<file path="config.mk">
export PLATFORM = sky130hd
export DESIGN_NAME = byte_reorder_stream
export DESIGN_NICKNAME = d
export VERILOG_FILES = /design/src/rtl/byte_reorder_stream.sv
export SDC_FILE = /design/constraint.sdc
export NUM_CORES = 1
export LEC_CHECK = 0
export ABC_CLOCK_PERIOD_IN_PS = 6200
export CAP_MARGIN = 25
export CORE_ASPECT_RATIO = 0.8
export CORE_MARGIN = 1.5
export CORE_UTILIZATION = 45
export DETAILED_ROUTE_END_ITERATION = 8
export PLACE_DENSITY = 0.75
export SLEW_MARGIN = 20
export SYNTH_ARGS = -nofsm -noshare
export SYNTH_HDL_FRONTEND = slang
export SYNTH_SLANG_ARGS = --single-unit
</file>
<file path="constraint.sdc">
create_clock -name clk -period 6.2 [get_ports clk]
set_input_delay 0.62 -clock clk [delete_from_list [all_inputs] [get_ports clk]]
set_output_delay 0.62 -clock clk [all_outputs]
set_load 0.01 [all_outputs]
</file>
<file path="src/rtl/byte_reorder_stream.sv">
// Streaming byte/bit reorder stage: per-packet mode lock, output register plus
// one-entry skid buffer, and a saturating accepted-beat counter.
module byte_reorder_stream #(
  parameter int NBYTES = 4,
  parameter int CNT_W  = 16
) (
  input  logic                clk,
  input  logic                rst_n,
  input  logic [1:0]          mode_i,
  input  logic                in_valid,
  output logic                in_ready,
  input  logic [8*NBYTES-1:0] in_data,
  input  logic                in_last,
  output logic                out_valid,
  input  logic                out_ready,
  output logic [8*NBYTES-1:0] out_data,
  output logic                out_last,
  output logic [1:0]          out_mode,
  input  logic                clr_count,
  output logic [CNT_W-1:0]    word_count
);
  localparam int W = 8 * NBYTES;
  localparam logic [CNT_W-1:0] CNT_ONE = CNT_W'(1);
  localparam logic [CNT_W-1:0] CNT_MAX = {CNT_W{1'b1}};

  typedef enum logic [0:0] {IDLE = 1'b0, IN_PKT = 1'b1} state_t;

  function automatic logic [W-1:0] reorder(input logic [W-1:0] d, input logic [1:0] m);
    logic [W-1:0] r;
    r = d;
    case (m)
      2'd0: r = d;
      2'd1: for (int k = 0; k < NBYTES; k++) r[8*k +: 8] = d[8*(NBYTES-1-k) +: 8];
      2'd2: for (int k = 0; k < NBYTES; k++) r[8*k +: 8] = d[8*(k ^ 1) +: 8];
      2'd3: for (int k = 0; k < NBYTES; k++)
              for (int b = 0; b < 8; b++) r[8*k + b] = d[8*k + 7 - b];
      default: r = d;
    endcase
    return r;
  endfunction

  state_t           state_r;
  logic [1:0]       pkt_mode_r;
  logic             in_ready_r;
  logic             out_valid_r, out_last_r, skid_valid_r, skid_last_r;
  logic [W-1:0]     out_data_r, skid_data_r;
  logic [1:0]       out_mode_r, skid_mode_r;
  logic [CNT_W-1:0] word_count_r;

  logic             accept_s, xfer_s;
  logic [1:0]       eff_mode_s;
  logic [W-1:0]     beat_data_s;

  // Handshake decode and transform of the incoming beat under the effective mode
  always_comb begin
    accept_s = in_valid && in_ready_r;
    xfer_s   = out_valid_r && out_ready;
    if (state_r == IN_PKT) begin
      eff_mode_s = pkt_mode_r;
    end else begin
      eff_mode_s = mode_i;
    end
    beat_data_s = reorder(in_data, eff_mode_s);
  end

  // Output register and skid; in_ready is the registered inverse of skid occupancy
  always_ff @(posedge clk or negedge rst_n) begin
    if (!rst_n) begin
      out_valid_r  <= 1'b0;
      out_data_r   <= '0;
      out_last_r   <= 1'b0;
      out_mode_r   <= 2'd0;
      skid_valid_r <= 1'b0;
      skid_data_r  <= '0;
      skid_last_r  <= 1'b0;
      skid_mode_r  <= 2'd0;
      in_ready_r   <= 1'b1;
    end else if (!out_valid_r || xfer_s) begin
      if (skid_valid_r) begin
        out_valid_r  <= 1'b1;
        out_data_r   <= skid_data_r;
        out_last_r   <= skid_last_r;
        out_mode_r   <= skid_mode_r;
        skid_valid_r <= 1'b0;
        in_ready_r   <= 1'b1;
      end else if (accept_s) begin
        out_valid_r <= 1'b1;
        out_data_r  <= beat_data_s;
        out_last_r  <= in_last;
        out_mode_r  <= eff_mode_s;
      end else begin
        out_valid_r <= 1'b0;
      end
    end else if (accept_s) begin
      // Output is stalled: park the new beat so the held output stays stable
      skid_valid_r <= 1'b1;
      skid_data_r  <= beat_data_s;
      skid_last_r  <= in_last;
      skid_mode_r  <= eff_mode_s;
      in_ready_r   <= 1'b0;
    end
  end

  // Packet FSM: lock the mode on the first beat of each packet
  always_ff @(posedge clk or negedge rst_n) begin
    if (!rst_n) begin
      state_r    <= IDLE;
      pkt_mode_r <= 2'd0;
    end else begin
      case (state_r)
        IDLE: begin
          if (accept_s) begin
            pkt_mode_r <= mode_i;
            if (!in_last) state_r <= IN_PKT;
          end
        end
        IN_PKT: begin
          if (accept_s && in_last) state_r <= IDLE;
        end
        default: state_r <= IDLE;
      endcase
    end
  end

  // Saturating accepted-beat counter with synchronous clear
  always_ff @(posedge clk or negedge rst_n) begin
    if (!rst_n) begin
      word_count_r <= '0;
    end else if (clr_count) begin
      word_count_r <= accept_s ? CNT_ONE : '0;
    end else if (accept_s && (word_count_r != CNT_MAX)) begin
      word_count_r <= word_count_r + CNT_ONE;
    end
  end

  assign in_ready   = in_ready_r;
  assign out_valid  = out_valid_r;
  assign out_data   = out_data_r;
  assign out_last   = out_last_r;
  assign out_mode   = out_mode_r;
  assign word_count = word_count_r;

endmodule
</file>
**After elaboration in Yosys (flattened, before gate mapping)**

Index checks and enable logic that the tools add are counted.

- Add/sub/neg operators: 1
- Equal/unequal tests: 5
- Multiplexer cells: 22
- Bitwise operators: 2
- Reduce and logical (&&, ||, !) cells: 14

Operators with widths:

| cell | number |
|---|---|
| case mux 32 bit (4 select lines) | 1 |
| two-way mux 32 bit | 2 |
| two-way mux 16 bit | 2 |
| adder 16 x 1 -> 16 bit (second input constant) | 1 |
| inequality test 16 bit (second input constant) | 1 |
| two-way mux 1 bit | 13 |
| AND reduction 2 bit | 4 |
| two-way mux 2 bit | 3 |
| nonzero test 2 bit | 3 |
| equality test 2 bit (second input constant) | 2 |
| logical AND 1 bit | 4 |
| equality test 2 x 1 -> 1 bit (second input constant) | 1 |
| logical NOT 2 bit | 1 |
| inequality test 2 bit (second input constant) | 1 |
| inverter 1 bit | 2 |
| case mux 1 bit (2 select lines) | 1 |
| logical NOT 1 bit | 1 |
| logical OR 1 bit | 1 |

- Bits in registers: 92
- Bits of input ports: 40
- Output and inout port bits: 53

**Longest topological paths before layout**

- Word-level depth: 5
- Depth in mapped cells: 6

**Worst setup path before layout**

OpenSTA, ideal clock, no wires.

- Kind: input to register
- From: in mode_i[0]
- To: reg skid_data_r[30]
- Setup time: 125 ps
- Data arrival time: 2,004 ps
- Setup slack: 4,072 ps
- Stages: 4
- Buffers on the path: 1
- Path through: mux2i_2 buf_6 mux4_2 mux2_2

- Cells in the longest elaborated chain, start to end: 3
- Elaborated cells between the ends (all ways): 6

Ends and longest elaborated chain:

| element | line | RTL |
|---|---|---|
| start, declared | 9 | `input logic [1:0] mode_i,` |
| two-way mux 2 bit * | 58 | `if (state_r == IN_PKT) begin` |
| equality test 2 bit (tied with other cells) | 31 | `case (m)` |
| case mux 32 bit (4 select lines) * | 31 |  |
| end signal, assigned | 97 | `skid_data_r <= beat_data_s;` |
| end, declared | 46 | `logic [W-1:0] out_data_r, skid_data_r;` |

Every way passes the cells marked *; elsewhere a longest branch is shown, timed or not.
A chain may end at the register's enable or synchronous reset.

**Worst setup path in the final report**

- From: reg word_count_r[0] (netlist: word_count[0])
- To: reg word_count_r[5] (netlist: word_count[5])

- Cells in the longest elaborated chain, start to end: 3
- Elaborated cells between the ends (all ways): 6

Ends and longest elaborated chain:

| element | line | RTL |
|---|---|---|
| start, declared | 48 | `logic [CNT_W-1:0] word_count_r;` |
| start signal, assigned | 130 | `word_count_r <= accept_s ? CNT_ONE : '0;` |
| start signal, assigned | 132 | `word_count_r <= word_count_r + CNT_ONE;` |
| adder 16 x 1 -> 16 bit / inequality test 16 bit (equally long branches) | 132, 131 |  |
| two-way mux 16 bit / logical AND 1 bit (equally long branches) | 131 | `end else if (accept_s && (word_count_r != CNT_MAX)) begin` |
| two-way mux 16 bit / nonzero test 2 bit (equally long branches) | n/a |  |

Several ways; a longest one is shown, not always the timed one. The select of a mux whose other input is x is not followed.

==> flow_summary.json <==
{
  "slew-limit-headroom_pct": 32.9,
  "clk_transition_reported_paths_ps": 70,
  "place_area_sq_um": 5930,
  "rr_startpoint": "word_count[0]",
  "worstPathRequired_ps": 6430,
  "die_y_um": 96.5,
  "layout_min_cycle_time_ps": 2430,
  "finalHoldViolCount": 0,
  "layout_common_cells": "clkdlybuf4s50_1, dfrtp_1, nand2_1",
  "synthArstFlopShare_pct": 100,
  "synth_warnings": 0,
  "area_growth_pct": 26.9,
  "synth_edf_count": 0,
  "grt_usage_pct": 20.4,
  "crit_type": "reg2reg",
  "core_region_area_sq_um": 10400,
  "rsz0062_at_grt": "false",
  "pre_cts_slack_ps": 3410,
  "holdBufCountCts": 0,
  "cts_sinks": 92,
  "fp.dieW_um": 120,
  "grt_max_degree": 71,
  "status": "complete, no violations",
  "cts_resized": 0,
  "dp.cells": 610,
  "die-area_sq_um": 11600,
  "finalInstanceArea_sq_um": 6240,
  "place_congestion": 0.874,
  "tightest_slew_ps": 997,
  "num_antenna_cells": 0,
  "synth-xor-area-share_pct": 0,
  "holdCritPathClass": "in2async",
  "syn_area_sq_um": 4910,
  "post-route-period-util_pct": 39.2,
  "drc": 0,
  "critical_path.slowest_cell": "nor4_1",
  "synth_ff_type": "dfrtp_1",
  "clock_path_buffers": 2,
  "viasPerCell": 5.60,
  "cts_root_buffer": "clkbuf_16",
  "synth_top_family_by_area": "multiplexers",
  "p_per_area_nw_per_um2": 205,
  "grt_pass1_vias": 3485,
  "drt_iter0_drc": 157,
  "io_buffer_count": 92,
  "cp-end-kind": "flop",
  "power_mw": 1.28,
  "antenna_found_initial": 0,
  "ys_seq_elements": 92,
  "fin_nets": 522,
  "initial_core_util_pct": 47.0,
  "synth_nets": 439,
  "drv_slew": 0,
  "cts_tree": "yes",
  "max_stage_delay_ps": 820,
  "fin_util_pct": 59.7,
  "layout_setup_ws_ps": 3770,
  "firstDrtPassIters": 4,
  "drt_wl_total_um": 11400,
  "finalSetupViolCount": 0,
  "final_cells": 626,
  "dp_hpwl_um": 7710,
  "synth.distinct_cells": 34,
  "dr_total_vias": 3507,
  "netlist_instances": 398,
  "clock_latency_ps": 340,
  "cts_made_buffers": 9,
  "final_common_cell": "clkdlybuf4s50_1",
  "io-pin-count": 93,
  "post_cts_buffers": 0,
  "critPathMaxFanout": 7,
  "path_buf_inv": 1,
  "cp-start-kind": "flop",
  "synth-compound-area-share_pct": 6.82,
  "htree_levels": 3,
  "wl_per_cell_um": 18.2,
  "maxCapViolCount": 0,
  "hold_ws_ps": 206,
  "startpoint": "word_count[0]",
  "drtAntennaViolNets": 0,
  "peakVddDrop_mv": 0.106,
  "max_freq_mhz": 411,
  "globalRouteOverflowTotal": 0,
  "yosysSeqAreaShare_pct": 46.9,
  "finalClockSkew_ps": 8.96,
  "syn_avg_cell_area_sq_um": 12.3,
  "grt_pass1_wl_um": 18100,
  "crit_arrival_ps": 2660,
  "drive_gt1_share_pct": 19.5,
  "critPathTopFamily": "simple AND/OR/NAND/NOR gates",
  "tns_ps": 0,
  "static-leakage-power_nw": 2.58,
  "muxShareOfSynthArea_pct": 33.1,
  "synthAdderAreaFrac_pct": 0.255,
  "rows": 33,
  "yosys.area_share.simple_pct": 9.63,
  "path_cells": "ha_1 > nand2_1 > nor4_1 > buf_4 > a2111oi_0 > mux2_2"
}
[Yosys cell counts (6+ instances only)]
cell | number | area share, %
mux4_2 | 21 | 9.6
clkbuf_1 | 13 | 0.99
nor2_1 | 18 | 1.4
mux2i_1 | 34 | 6.9
nand2_1 | 49 | 3.7
o21ai_0 | 39 | 4.0
dfrtp_1 | 91 | 46
buf_2 | 7 | 0.71
a21oi_1 | 14 | 1.4
buf_6 | 6 | 1.4
nor2b_1 | 8 | 1.0
mux2_2 | 44 | 10
mux4_1 | 11 | 5.9
[flip-flops by register name, indices dropped and copies added, names as in the netlist, named ones only]
signal / count
skid_data_r: 32
skid_mode_r: 2
in_ready: 1
word_count: 16
out_mode: 2
skid_last_r: 1
out_data: 32
skid_valid_r: 1
out_last: 1
pkt_mode_r: 2
out_valid: 1
[cell families after synthesis]
group,Yosys count
mux,112
compound gates,62
simple gates,102
buf+inv,29
flops,92
fa+ha+maj,1
[routing by layer]
layer / share of wire [%] / GRT usage, % / vias to the layer above
met3: 4.6 / 5.75 / 4
met2: 47 / 32.1 / 88
met4: 0.62 / 5.85 / 0
li1: - / - / 1647
met1: 48 / 28.2 / 1768
met5: 0 / 0 / -
[final cells by class]
cell class | instances | area (sq um)
fill | 828 | 4210
clock buffer | 11 | 243
sequential | 92 | 2300
multi-input combinational | 277 | 2470
clock inverter | 5 | 60.1
inverter | 2 | 7.51
timing repair buffer | 99 | 971
tap | 140 | 175
[power breakdown]
group | switching (mW) | leakage [nW] | internal [mW]
Combinational | 0.0570 | 1.15 | 0.0640
Clock | 0.232 | 0.146 | 0.325
Sequential | 0.0000000000000000304 | 1.28 | 0.600
[final timing paths]
path                                    to  slack (ps)  depth (start not counted)
setup / recovery             word_count[5]        3770                          6
max in group asynchronous     skid_valid_r        4810                          2
min in group clk              out_data[25]         480                          2
setup reg to reg             word_count[5]        3770                          6
hold / removal             skid_data_r[14]         210                          1
hold reg to reg               out_data[25]         480                          2
Power figures use the tool's default switching activity.
